File: src/rtl/max_pool_2x2_stream.sv
// Streaming 2x2 stride-2 signed max-pool with a half-row line buffer and an optional ReLU clamp.
// Accepts one raster-order pixel per valid cycle and emits one registered result per completed window.
module max_pool_2x2_stream #(
  parameter int W1   = 9,
  parameter int COLS = 24,
  parameter int ROWS = 24,
  localparam int HC_W = (COLS / 2 > 1) ? $clog2(COLS / 2) : 1,
  localparam int HR_W = (ROWS / 2 > 1) ? $clog2(ROWS / 2) : 1
) (
  input  logic                 clk,
  input  logic                 rst_n,
  input  logic                 start,
  input  logic                 relu_en,
  input  logic                 in_valid,
  input  logic signed [W1-1:0] in_data,
  output logic                 out_valid,
  output logic signed [W1-1:0] out_data,
  output logic [HR_W-1:0]      out_row,
  output logic [HC_W-1:0]      out_col,
  output logic                 busy,
  output logic                 frame_done
);

  localparam int CC_W = $clog2(COLS);
  localparam int RC_W = $clog2(ROWS);
  localparam logic [0:0] S_IDLE = 1'b0;
  localparam logic [0:0] S_RUN  = 1'b1;

  function automatic logic signed [W1-1:0] smax(input logic signed [W1-1:0] a,
                                                input logic signed [W1-1:0] b);
    return (a >= b) ? a : b;
  endfunction

  function automatic logic signed [W1-1:0] relu_clamp(input logic signed [W1-1:0] v,
                                                      input logic en);
    return (en && v < 0) ? '0 : v;
  endfunction

  logic [0:0]            state_q, state_d;
  logic [CC_W-1:0]       col_q, col_d;
  logic [RC_W-1:0]       row_q, row_d;
  logic signed [W1-1:0]  h_q;
  logic signed [W1-1:0]  row_buf [COLS/2];
  logic                  out_valid_q, frame_done_q;
  logic signed [W1-1:0]  out_data_q;
  logic [HR_W-1:0]       out_row_q;
  logic [HC_W-1:0]       out_col_q;

  logic                  accept, col_last, last_px, win_done;
  logic [HC_W-1:0]       col_h;
  logic signed [W1-1:0]  pair, win;

  // start overrides a coincident in_valid, so that pixel is never accepted
  assign accept   = (state_q == S_RUN) && in_valid && !start;
  assign col_last = (col_q == CC_W'(COLS - 1));
  assign last_px  = col_last && (row_q == RC_W'(ROWS - 1));
  assign win_done = accept && row_q[0] && col_q[0];
  assign col_h    = HC_W'(col_q >> 1);
  assign pair     = smax(h_q, in_data);
  assign win      = smax(row_buf[col_h], pair);

  always_comb begin
    state_d = state_q;
    col_d   = col_q;
    row_d   = row_q;
    if (start) begin
      state_d = S_RUN;
      col_d   = '0;
      row_d   = '0;
    end else if (accept) begin
      if (col_last) begin
        col_d = '0;
        row_d = last_px ? '0 : row_q + RC_W'(1);
      end else begin
        col_d = col_q + CC_W'(1);
      end
      if (last_px) state_d = S_IDLE;
    end
  end

  always_ff @(posedge clk or negedge rst_n) begin
    if (!rst_n) begin
      state_q      <= S_IDLE;
      col_q        <= '0;
      row_q        <= '0;
      h_q          <= '0;
      out_valid_q  <= 1'b0;
      frame_done_q <= 1'b0;
      out_data_q   <= '0;
      out_row_q    <= '0;
      out_col_q    <= '0;
    end else begin
      state_q      <= state_d;
      col_q        <= col_d;
      row_q        <= row_d;
      out_valid_q  <= win_done;
      frame_done_q <= accept && last_px;
      if (accept && !col_q[0]) h_q <= in_data;
      if (win_done) begin
        out_data_q <= relu_clamp(win, relu_en);
        out_row_q  <= HR_W'(row_q >> 1);
        out_col_q  <= col_h;
      end
    end
  end

  // Line buffer carries even-row pair maxima; every entry is written before its odd-row read
  always_ff @(posedge clk) begin
    if (accept && !row_q[0] && col_q[0]) row_buf[col_h] <= pair;
  end

  assign out_valid  = out_valid_q;
  assign out_data   = out_data_q;
  assign out_row    = out_row_q;
  assign out_col    = out_col_q;
  assign busy       = (state_q == S_RUN);
  assign frame_done = frame_done_q;

endmodule

File: config.mk
export PLATFORM = sky130hd
export DESIGN_NAME = max_pool_2x2_stream
export DESIGN_NICKNAME = d
export VERILOG_FILES = /design/src/rtl/max_pool_2x2_stream.sv
export SDC_FILE = /design/constraint.sdc
export NUM_CORES = 1
export LEC_CHECK = 0
export ABC_AREA = 1
export CAP_MARGIN = 0
export CELL_PAD_IN_SITES_DETAIL_PLACEMENT = 1
export CELL_PAD_IN_SITES_GLOBAL_PLACEMENT = 2
export CORE_UTILIZATION = 39
export CTS_BUF_LIST = sky130_fd_sc_hd__clkbuf_4
export CTS_CLUSTER_DIAMETER = 50
export DETAILED_ROUTE_END_ITERATION = 16
export DONT_BUFFER_PORTS = 1
export MAX_ROUTING_LAYER = met4
export PLACE_DENSITY_LB_ADDON = 0.1
export SLEW_MARGIN = 20
export SYNTH_ARGS = -nofsm -noshare
export SYNTH_HDL_FRONTEND = slang
export SYNTH_SLANG_ARGS = --single-unit
File: constraint.sdc
create_clock -name clk -period 4.1 [get_ports clk]
set_clock_uncertainty 0.1 [all_clocks]
set_input_delay 0.205 -clock clk [delete_from_list [all_inputs] [get_ports clk]]
set_output_delay 0.205 -clock clk [all_outputs]
set_load 0.005 [all_outputs]
=== Word-level counts from Yosys, hierarchy flattened ===
Memories as Yosys holds them, arrays and structs flattened.
Index checks and enable logic that the tools add are counted.

* Add/subtract/negate cells: 2
* Magnitude comparators: 3
* Eq/ne operators: 2
* Multiplexer cells: 15
* Reduce and logical (&&, ||, !) cells: 18

{| class="wikitable"
|+ Operator list
! operator !! number
|-
| 5-bit 2-to-1 mux || 7
|-
| 9-bit 2-to-1 mux || 3
|-
| 9-bit >= comparator || 2
|-
| 5-bit by 1-bit adder with 5-bit output (second input constant) || 2
|-
| 5-bit equality test (second input constant) || 2
|-
| 1-bit logical AND || 10
|-
| 9-bit by 1-bit < comparator with 1-bit output (second input constant) || 1
|-
| 2-bit nonzero test || 3
|-
| 1-bit 2-to-1 mux || 5
|-
| 2-bit AND reduction || 2
|-
| 1-bit logical NOT || 3
|}

* Bits in registers: 39
* Bits in writable memories: 108
* Output and inout bits: 20
* Logic and storage cells: 50
* Memories: 1

{| class="wikitable"
|+ Memories
! name !! depth !! width !! read ports !! clocked after memory_dff !! write ports !! line !! text
|-
| row_buf || 12 || 9 || 1 || 0 || 1 || 43 || <nowiki>logic signed [W1-1:0] row_buf [COLS/2];</nowiki>
|}

=== Longest topological paths before layout ===
Gate-level depths: netlist (run 1).

* Depth after elaboration: 7
* Gate-level depth with buffers: 30

=== Worst setup path after synthesis (run 1) ===
OpenSTA, ideal clock, no wires.

* Kind: flip-flop to flip-flop
* Start: register h_q[8]
* End: register out_data_q[4], in the netlist out_data[4]
* Library setup time: 0.117 ns
* Data arrival time: 3.713 ns
* Path slack: 0.170 ns
* Stages on the path, launching flop included: 26
* Buffers on the path: 2
* Cells stage by stage: dfrtp_1 -> ha_1 -> nand2_1 -> inv_1 -> a21oi_2 -> nand3_1 -> nand2_1 -> nand2_2 -> clkbuf_1 -> o21ai_0 -> inv_1 -> ha_1 -> inv_1 -> nor4_1 -> nand4_1 -> nor2_1 -> nor2_1 -> nand2_1 -> nand2_2 -> nand2_2 -> buf_6 -> nand2_1 -> nand2_1 -> nor2_1 -> nand2_1 -> nand2_1

* Word-level cells in the longest chain between the ends: 7

{| class="wikitable"
|+ Ends and longest elaborated chain
! what !! line !! text
|-
| start: declaration || 42 || <nowiki>logic signed [W1-1:0] h_q;</nowiki>
|-
| start signal: assignment || 98 || <nowiki>if (accept && !col_q[0]) h_q <= in_data;</nowiki>
|-
| 9-bit >= comparator * || 31 || <nowiki>return (a >= b) ? a : b;</nowiki>
|-
| 9-bit 2-to-1 mux * || 31 ||
|-
| named net pair[6] || 51 || <nowiki>logic signed [W1-1:0] pair, win;</nowiki>
|-
| 9-bit >= comparator || 31 ||
|-
| 9-bit 2-to-1 mux * || 31 ||
|-
| 9-bit by 1-bit < comparator with 1-bit output || 36 || <nowiki>return (en && v < 0) ? '0 : v;</nowiki>
|-
| 1-bit logical AND || 36 ||
|-
| 9-bit 2-to-1 mux * || 36 ||
|-
| end signal: assignment || 100 || <nowiki>out_data_q <= relu_clamp(win, relu_en);</nowiki>
|-
| end: declaration || 45 || <nowiki>logic signed [W1-1:0] out_data_q;</nowiki>
|}

Mark *: on every way through the listed nets, which the timed path passes. The rest lies on a longest branch.
A chain may end at the register's enable or synchronous reset.

=== Worst setup path after layout (run 1) ===
* Start: register col_q[1]
* End: register out_data_q[2], in the netlist out_data[2]

* Word-level cells in the longest chain between the ends: 6

{| class="wikitable"
|+ Ends and longest elaborated chain
! what !! line !! text
|-
| start: declaration || 40 || <nowiki>logic [CC_W-1:0] col_q, col_d;</nowiki>
|-
| start signal: assignment || 94 || <nowiki>col_q <= col_d;</nowiki>
|-
| memory read 12 x 9 bit * || - ||
|-
| 9-bit >= comparator || 31 ||
|-
| 9-bit 2-to-1 mux * || 31 ||
|-
| 9-bit by 1-bit < comparator with 1-bit output || 36 ||
|-
| 1-bit logical AND || 36 ||
|-
| 9-bit 2-to-1 mux * || 36 ||
|}

Every way passes the cells marked *; elsewhere a longest branch is shown, timed or not.

==> results of run 1 <==
-- synth_stat cells --
| library cell | instances | area [um^2] |
|---|---|---|
| nor4_1 | 3 | 18.77 |
| a31oi_1 | 1 | 6.260 |
| a22oi_1 | 33 | 247.7 |
| o21bai_1 | 2 | 15.01 |
| clkbuf_1 | 11 | 41.29 |
| a21oi_1 | 15 | 75.07 |
| nor3_1 | 6 | 30.03 |
| nor3_2 | 1 | 10.01 |
| edfxtp_1 | 108 | 3243 |
| nor2_1 | 57 | 214.0 |
| buf_6 | 1 | 11.26 |
| nand3_1 | 24 | 120.1 |
| dfrtp_1 | 39 | 975.9 |
| a21boi_0 | 1 | 7.510 |
| o32ai_1 | 1 | 8.760 |
| clkinv_1 | 1 | 3.750 |
| nand2_2 | 7 | 43.79 |
| inv_2 | 5 | 18.77 |
| o211a_1 | 1 | 10.01 |
| o21ai_0 | 33 | 165.2 |
| buf_4 | 1 | 7.510 |
| a21oi_2 | 1 | 8.760 |
| o31ai_1 | 1 | 7.510 |
| o22ai_1 | 9 | 56.30 |
| nand3b_1 | 1 | 7.510 |
| nor2_2 | 2 | 12.51 |
| or2_2 | 1 | 6.260 |
| ha_1 | 18 | 225.2 |
| nand3_2 | 2 | 20.02 |
| inv_1 | 63 | 236.5 |
| or3_1 | 1 | 6.260 |
| buf_1 | 1 | 3.750 |
| nand2_1 | 155 | 581.8 |
| nor3b_1 | 1 | 7.510 |
| nand4_1 | 6 | 37.54 |
-- power by group --
part	internal [W]	leakage (nW)	switching, W	total [W]
Combinational	0.000255	1.32	0.000582	0.000838
Clock	0.000324	0.149	0.000525	0.000849
Sequential	0.00180	1.49	0.0000586	0.00186
Total	0.00238	2.96	0.00117	0.00355
-- worst register-to-register path, cell delays in order (launching register included) --
cell and delay, ps:
dfrtp_1 470, nand2_1 290, inv_4 210, a22oi_1 260
a21oi_1 90, or3_1 430, ha_1 340, inv_1 80
nor4_4 300, nand4_1 130, nor2_1 120, nor2_1 70
nand3_2 140, nand2_2 160, nand2_1 160, nand3_4 120
nand2_1 100, nand2_1 50
-- cell families after synthesis --
group	share of synthesized area (%)
compound gates	9.368
fa+ha+maj	3.470
buf+inv	4.973
flops	65.00
simple gates	17.19
-- layout by cell type, fill, tap and decap left out, types with 8 or more instances in the layout --
master / n
a21oi_1: 15
nand2_1: 154
clkbuf_4: 20
ha_1: 18
nand3_1: 24
o21ai_0: 29
inv_1: 63
dfrtp_1: 39
dlygate4sd3_1: 13
nor2_1: 57
a22oi_1: 33
buf_4: 26
o22ai_1: 9
edfxtp_1: 108
nand2_2: 8
-- sequential cells by signal, summed over array words and instances, names as in the netlist --
signal / count
col_q: 5
row_buf: 108
row_q: 5
out_col: 4
out_data: 9
out_valid: 1
frame_done: 1
h_q: 9
out_row: 4
busy: 1
-- area by class of cell --
class                      instances  area (um^2)
clock buffer                      20        150.1
fill                            1799         8705
antenna                            2        5.005
sequential                       147         4219
clock inverter                    12        108.9
tap                              216        270.3
timing repair buffer              40        345.3
inverter                          69        261.5
multi-input combinational        384         1993
-- final timing paths --
kind / end / depth (start not counted)
max: out_data[2]$_DFFE_PN0P_ / 17
min: out_data[7]$_DFFE_PN0P_ / 6
max reg2reg: out_data[2]$_DFFE_PN0P_ / 17
min reg2reg: out_data[4]$_DFFE_PN0P_ / 2
max in group asynchronous: col_q[0]$_DFFE_PN0P_ / 2
min in group asynchronous: h_q[2]$_DFFE_PN0P_ / 2
-- per-layer routing --
layer  up-vias  global-route usage (%)
met4         0                   6.694
met2        72                   34.98
met1      2265                   27.55
met3        19                   4.357
li1       2201                       -
met5         -                       -
-- through the flow --
step / utilization [%] / TNS [ps] / setup slack (ps)
after floorplan: - / 0 / 170.0
after global placement: 42.69 / 0 / 289.5
after detailed placement: 42.69 / -448.9 / -67.42
after CTS: 45.28 / 0 / 98.34
after global routing: 45.79 / 0 / 20.54
final: 45.79 / 0 / 365.1
-- timing repair --
item | in CTS | in global routing
hold buffers | 14 | 0
hold endpoints to repair | 70 | 0
pin swaps | 0 | 3
resized for setup | 2 | 11
gates cloned | 0 | 1
buffers inserted | 0 | 5
setup endpoints to repair | 9 | 9
==> flow_metrics.tcl, run 1 <==
set metrics [dict create \
    power_w 0.003546 \
    vdd_drop_max_v 0.0002188 \
    post-route-min-period_ps 3735 \
    grt_pass1_vias 4674 \
    area_delta_synth_final_pct 13.28 \
    hp-start "in_data[7]" \
    drt-initial-drc-count 225 \
    r2r_slack_ps 370 \
    path_cells "nand2_1 > inv_4 > a22oi_1 > a21oi_1 > or3_1 > ha_1 > inv_1 > nor4_4 > nand4_1 > nor2_1 > nor2_1 > nand3_2 > nand2_2 > nand2_1 > nand3_4 > nand2_1 > nand2_1" \
    avgViaCountPerCell 5.120 \
    cp_data_arrival_time_ps 4060 \
    cts_max_level 4 \
    m1WireLength_um 7729 \
    crit_path_top_delay_cell "dfrtp_1" \
    powerDensity_nw_per_um2 482.2 \
    dp_hpwl_um 11580 \
    grt_pass1_wl_um 25680 \
    critPathKind "reg2reg" \
    netlist_area_um2 6491 \
    die_h_um 131.0 \
    synth_warnings 0 \
    max_clock_freq_mhz 267.7 \
    ioPinCount 34 \
    worstSetupStartpointType "flop" \
    top_layer_used "met4" \
    dieArea_um2 17160 \
    status "completed" \
    wl_per_cell_um 18.77 \
    wl_met2_um 8247 \
    end_kind "flop" \
    worst_slew_margin_rel_pct 34.08 \
    drtPass1Iterations 4 \
    drtAntennaViolNets 0 \
    design_area_um2 7353 \
    syn_avg_cell_area_um2 10.59 \
    hp-class "in2reg" \
    gp_congestion 0.7723 \
    placed_cells 836 \
    syn-instance-count 613 \
    root_buffer "clkbuf_4" \
    cpMostUsedCell "nand2_1" \
    startpoint "col_q[1]$_DFFE_PN0P_" \
    reg2reg_from "col_q[1]$_DFFE_PN0P_" \
    portBuffers 0 \
    cp.required_ps 4420 \
    initial_utilization_pct 40.42 \
    drive_above_1_share_pct 12.35 \
    synth_fp_nets 645 \
    final_hold_viol_count 0 \
    synth_cell_types 35 \
    wl_met3_um 486 \
    fin_cells 890 \
    wl_um 16710 \
    row_count 46 \
    worst-path-buf-inv 2 \
    numCtsBuffers 17 \
    cts_tree "built" \
    slew_violations 0 \
    grtUsageTotal_pct 21.69 \
    nets 691 \
    slowest_delay_ps 470 \
    yosysSeqAreaShare_pct 65.00 \
    cts.sinks 147 \
    grt_max_degree 40 \
    crit_fanout 23 \
    clk_latency_ps 530 \
    drc 0 \
    core_area_um2 16060 \
    finalCritPeriodShare_pct 91.09 \
    antenna_found_initial 1 \
    grt.overflow.total 0 \
    rsz0062_at_grt "no" \
    placedInstanceArea_um2 6855 \
    power_leakage_nw 2.963 \
    fin_hold_ws_ps 2.771 \
    path_delay_family "simple AND/OR/NAND/NOR gates" \
    setup_viol 0 \
    clk_path_buf_depth 2 \
    clk_pin_slew_ps 110 \
    ys_seq_elements 147 \
    vias 4557 \
    die-width_um 131.0 \
    worst_pin_slew_ps 985.1 \
    cap_violations 0 \
]
(Power assumes the default switching activity.)
==> inputs of run 2 (changes only) <==
--- a/config.mk
+++ b/config.mk
@@ -16,6 +16,7 @@
 export DONT_BUFFER_PORTS = 1
 export MAX_ROUTING_LAYER = met4
 export PLACE_DENSITY_LB_ADDON = 0.1
+export REMOVE_ABC_BUFFERS = 1
 export SLEW_MARGIN = 20
 export SYNTH_ARGS = -nofsm -noshare
 export SYNTH_HDL_FRONTEND = slang
==> flow_metrics.tcl, run 2 (same netlist as run 1, synthesis figures left out) <==
set metrics [dict create \
    status "completed" \
    cp_data_arrival_time_ps 4030 \
    grtUsageTotal_pct 21.85 \
    mostFrequentLayoutCell "nand2_1" \
    grt_pass1_vias 4718 \
    antenna_found_initial 1 \
    finalCritPeriodShare_pct 89.58 \
    min_path_cells 2 \
    drtAntennaViolNets 0 \
    portBuffers 0 \
    multi_input_area_um2 1984 \
    dp_hpwl_um 11810 \
    grt.overflow.total 0 \
    row_count 46 \
    worstHoldEndpoint "row_buf[4][2]$_DFFE_PP_" \
    worstSetupStartpointType "flop" \
    r2r_end "out_data[4]$_DFFE_PN0P_" \
    layout_common_cells "154 x nand2_1, 108 x edfxtp_1, 63 x inv_1, 57 x nor2_1, 39 x dfrtp_1" \
    hp-class "in2reg" \
    area_delta_synth_final_pct 13.49 \
    wl_per_cell_um 18.87 \
    clk_path_buf_depth 2 \
    clk_latency_ps 570 \
    drc 0 \
    cts.sinks 147 \
    clk_pin_slew_ps 140 \
    ioPinCount 34 \
    drtPass1Iterations 4 \
    cp.required_ps 4460 \
    largest_register "row_buf" \
    end_kind "flop" \
    die_h_um 131.0 \
    cap_violations 0 \
    max_clock_freq_mhz 272.3 \
    drt-initial-drc-count 257 \
    post-route-min-period_ps 3673 \
    regArea_um2 4219 \
    root_buffer "clkbuf_4" \
    numCtsBuffers 17 \
    power_leakage_nw 2.960 \
    grt_pass1_wl_um 25830 \
    startpoint "h_q[8]$_DFFE_PN0P_" \
    fillers 1798 \
    final_hold_viol_count 0 \
    hp-start "in_data[2]" \
    core_area_um2 16060 \
    grt_max_degree 34 \
    vias 4523 \
    slew_violations 0 \
    gp_congestion 0.8025 \
    wl_um 16750 \
    nets 690 \
    die-width_um 131.0 \
    worst_pin_slew_ps 1148 \
    initial_utilization_pct 40.42 \
    design_area_um2 7367 \
    drive_above_1_share_pct 11.48 \
    setup_tns_ps 0 \
    r2r_slack_ps 430 \
    cts_tree "built" \
    avgViaCountPerCell 5.093 \
    rsz0062_at_grt "no" \
    vdd_drop_max_v 0.0001736 \
    largest_register_ffs 108 \
    critPathKind "reg2reg" \
    placedInstanceArea_um2 6870 \
    cts_max_level 4 \
    worst_slew_margin_rel_pct 23.16 \
    reg2reg_from "h_q[8]$_DFFE_PN0P_" \
    rr_worst_depth 20 \
    powerDensity_nw_per_um2 480.4 \
    crit_fanout 17 \
    dieArea_um2 17160 \
    setup_viol 0 \
]
## run 2: changes by cell type in the layout (fill, tap and decap cells not counted), sizes merged, moves of 2 or more
| cell | previous run | this run |
|---|---|---|
| inv | 70 | 76 |
| clkinv | 9 | 7 |
| clkbuf | 20 | 17 |
| buf | 27 | 25 |
| dlygate4sd3 | 13 | 15 |
## run 2: routing by layer
layer	vias to the layer above	routed length, um	global-route usage (%)
met3	18	530	4.479
li1	2198	-	-
met2	62	8278	36.01
met4	0	214	6.694
met1	2245	7730	27.06
met5	-	0	-
## run 2: worst max path at each step
stage | end | slack (ps) | cells after the start
6_report | out_data[4]$_DFFE_PN0P_ | 430 | 20
5_1_grt | out_data[2]$_DFFE_PN0P_ | 50 | 21
4_1_cts | out_data[4]$_DFFE_PN0P_ | 50 | 21
3_5_place_dp | out_data[4]$_DFFE_PN0P_ | 50 | 20
3_3_place_gp | out_data[4]$_DFFE_PN0P_ | 220 | 20
2_1_floorplan | out_data[0]$_DFFE_PN0P_ | 250 | 21
## run 2: through the flow
step                      hold WS, ps  setup slack [ps]  std cells  power, W  util [%]
after floorplan                -190.6             252.2        599  0.002377         -
after global placement         -189.8             224.4        838  0.002617     42.78
after detailed placement       -189.9             45.29        838  0.002644     42.78
after CTS                       90.17             46.02        886  0.003548     45.60
after global routing            147.3             52.88        888  0.003741     45.88
final                           155.3             427.3        888  0.003539     45.88
## run 2: area by class of cell
cell class	count	area share [%]
multi-input combinational	383	26.94
clock buffer	17	1.732
sequential	147	57.27
timing repair buffer	40	4.857
clock inverter	15	1.987
inverter	69	3.516
antenna	1	0.03397
tap	216	3.668
## run 2: timing repair
item	CTS	global route
setup endpoints to repair	3	9
hold buffers	16	0
pin swaps	0	1
endpoints found under the hold margin	70	0
buffers inserted	0	1
gates resized for setup	1	6
## run 2: critical path, stage by stage, from the launching register on
cell and delay [ps]:
dfrtp_1 420, ha_1 360, nand2_1 100, nor2_2 130, nand3_1 110, nand4_1 180, nand2_4 150, nand2_1 110
o21ai_0 170, ha_1 390, inv_1 90, nor4_4 250, nand4_1 130, nor2_1 120, nor2_1 70, nand2_1 80
nand2_2 120, nand3_1 190, nand3_4 140, nand2_1 90, nand2_1 60
## run 2: power by group
part	internal (W)	switching [W]
Clock	0.000271	0.000605
Combinational	0.000240	0.000564
Sequential	0.00180	0.0000591
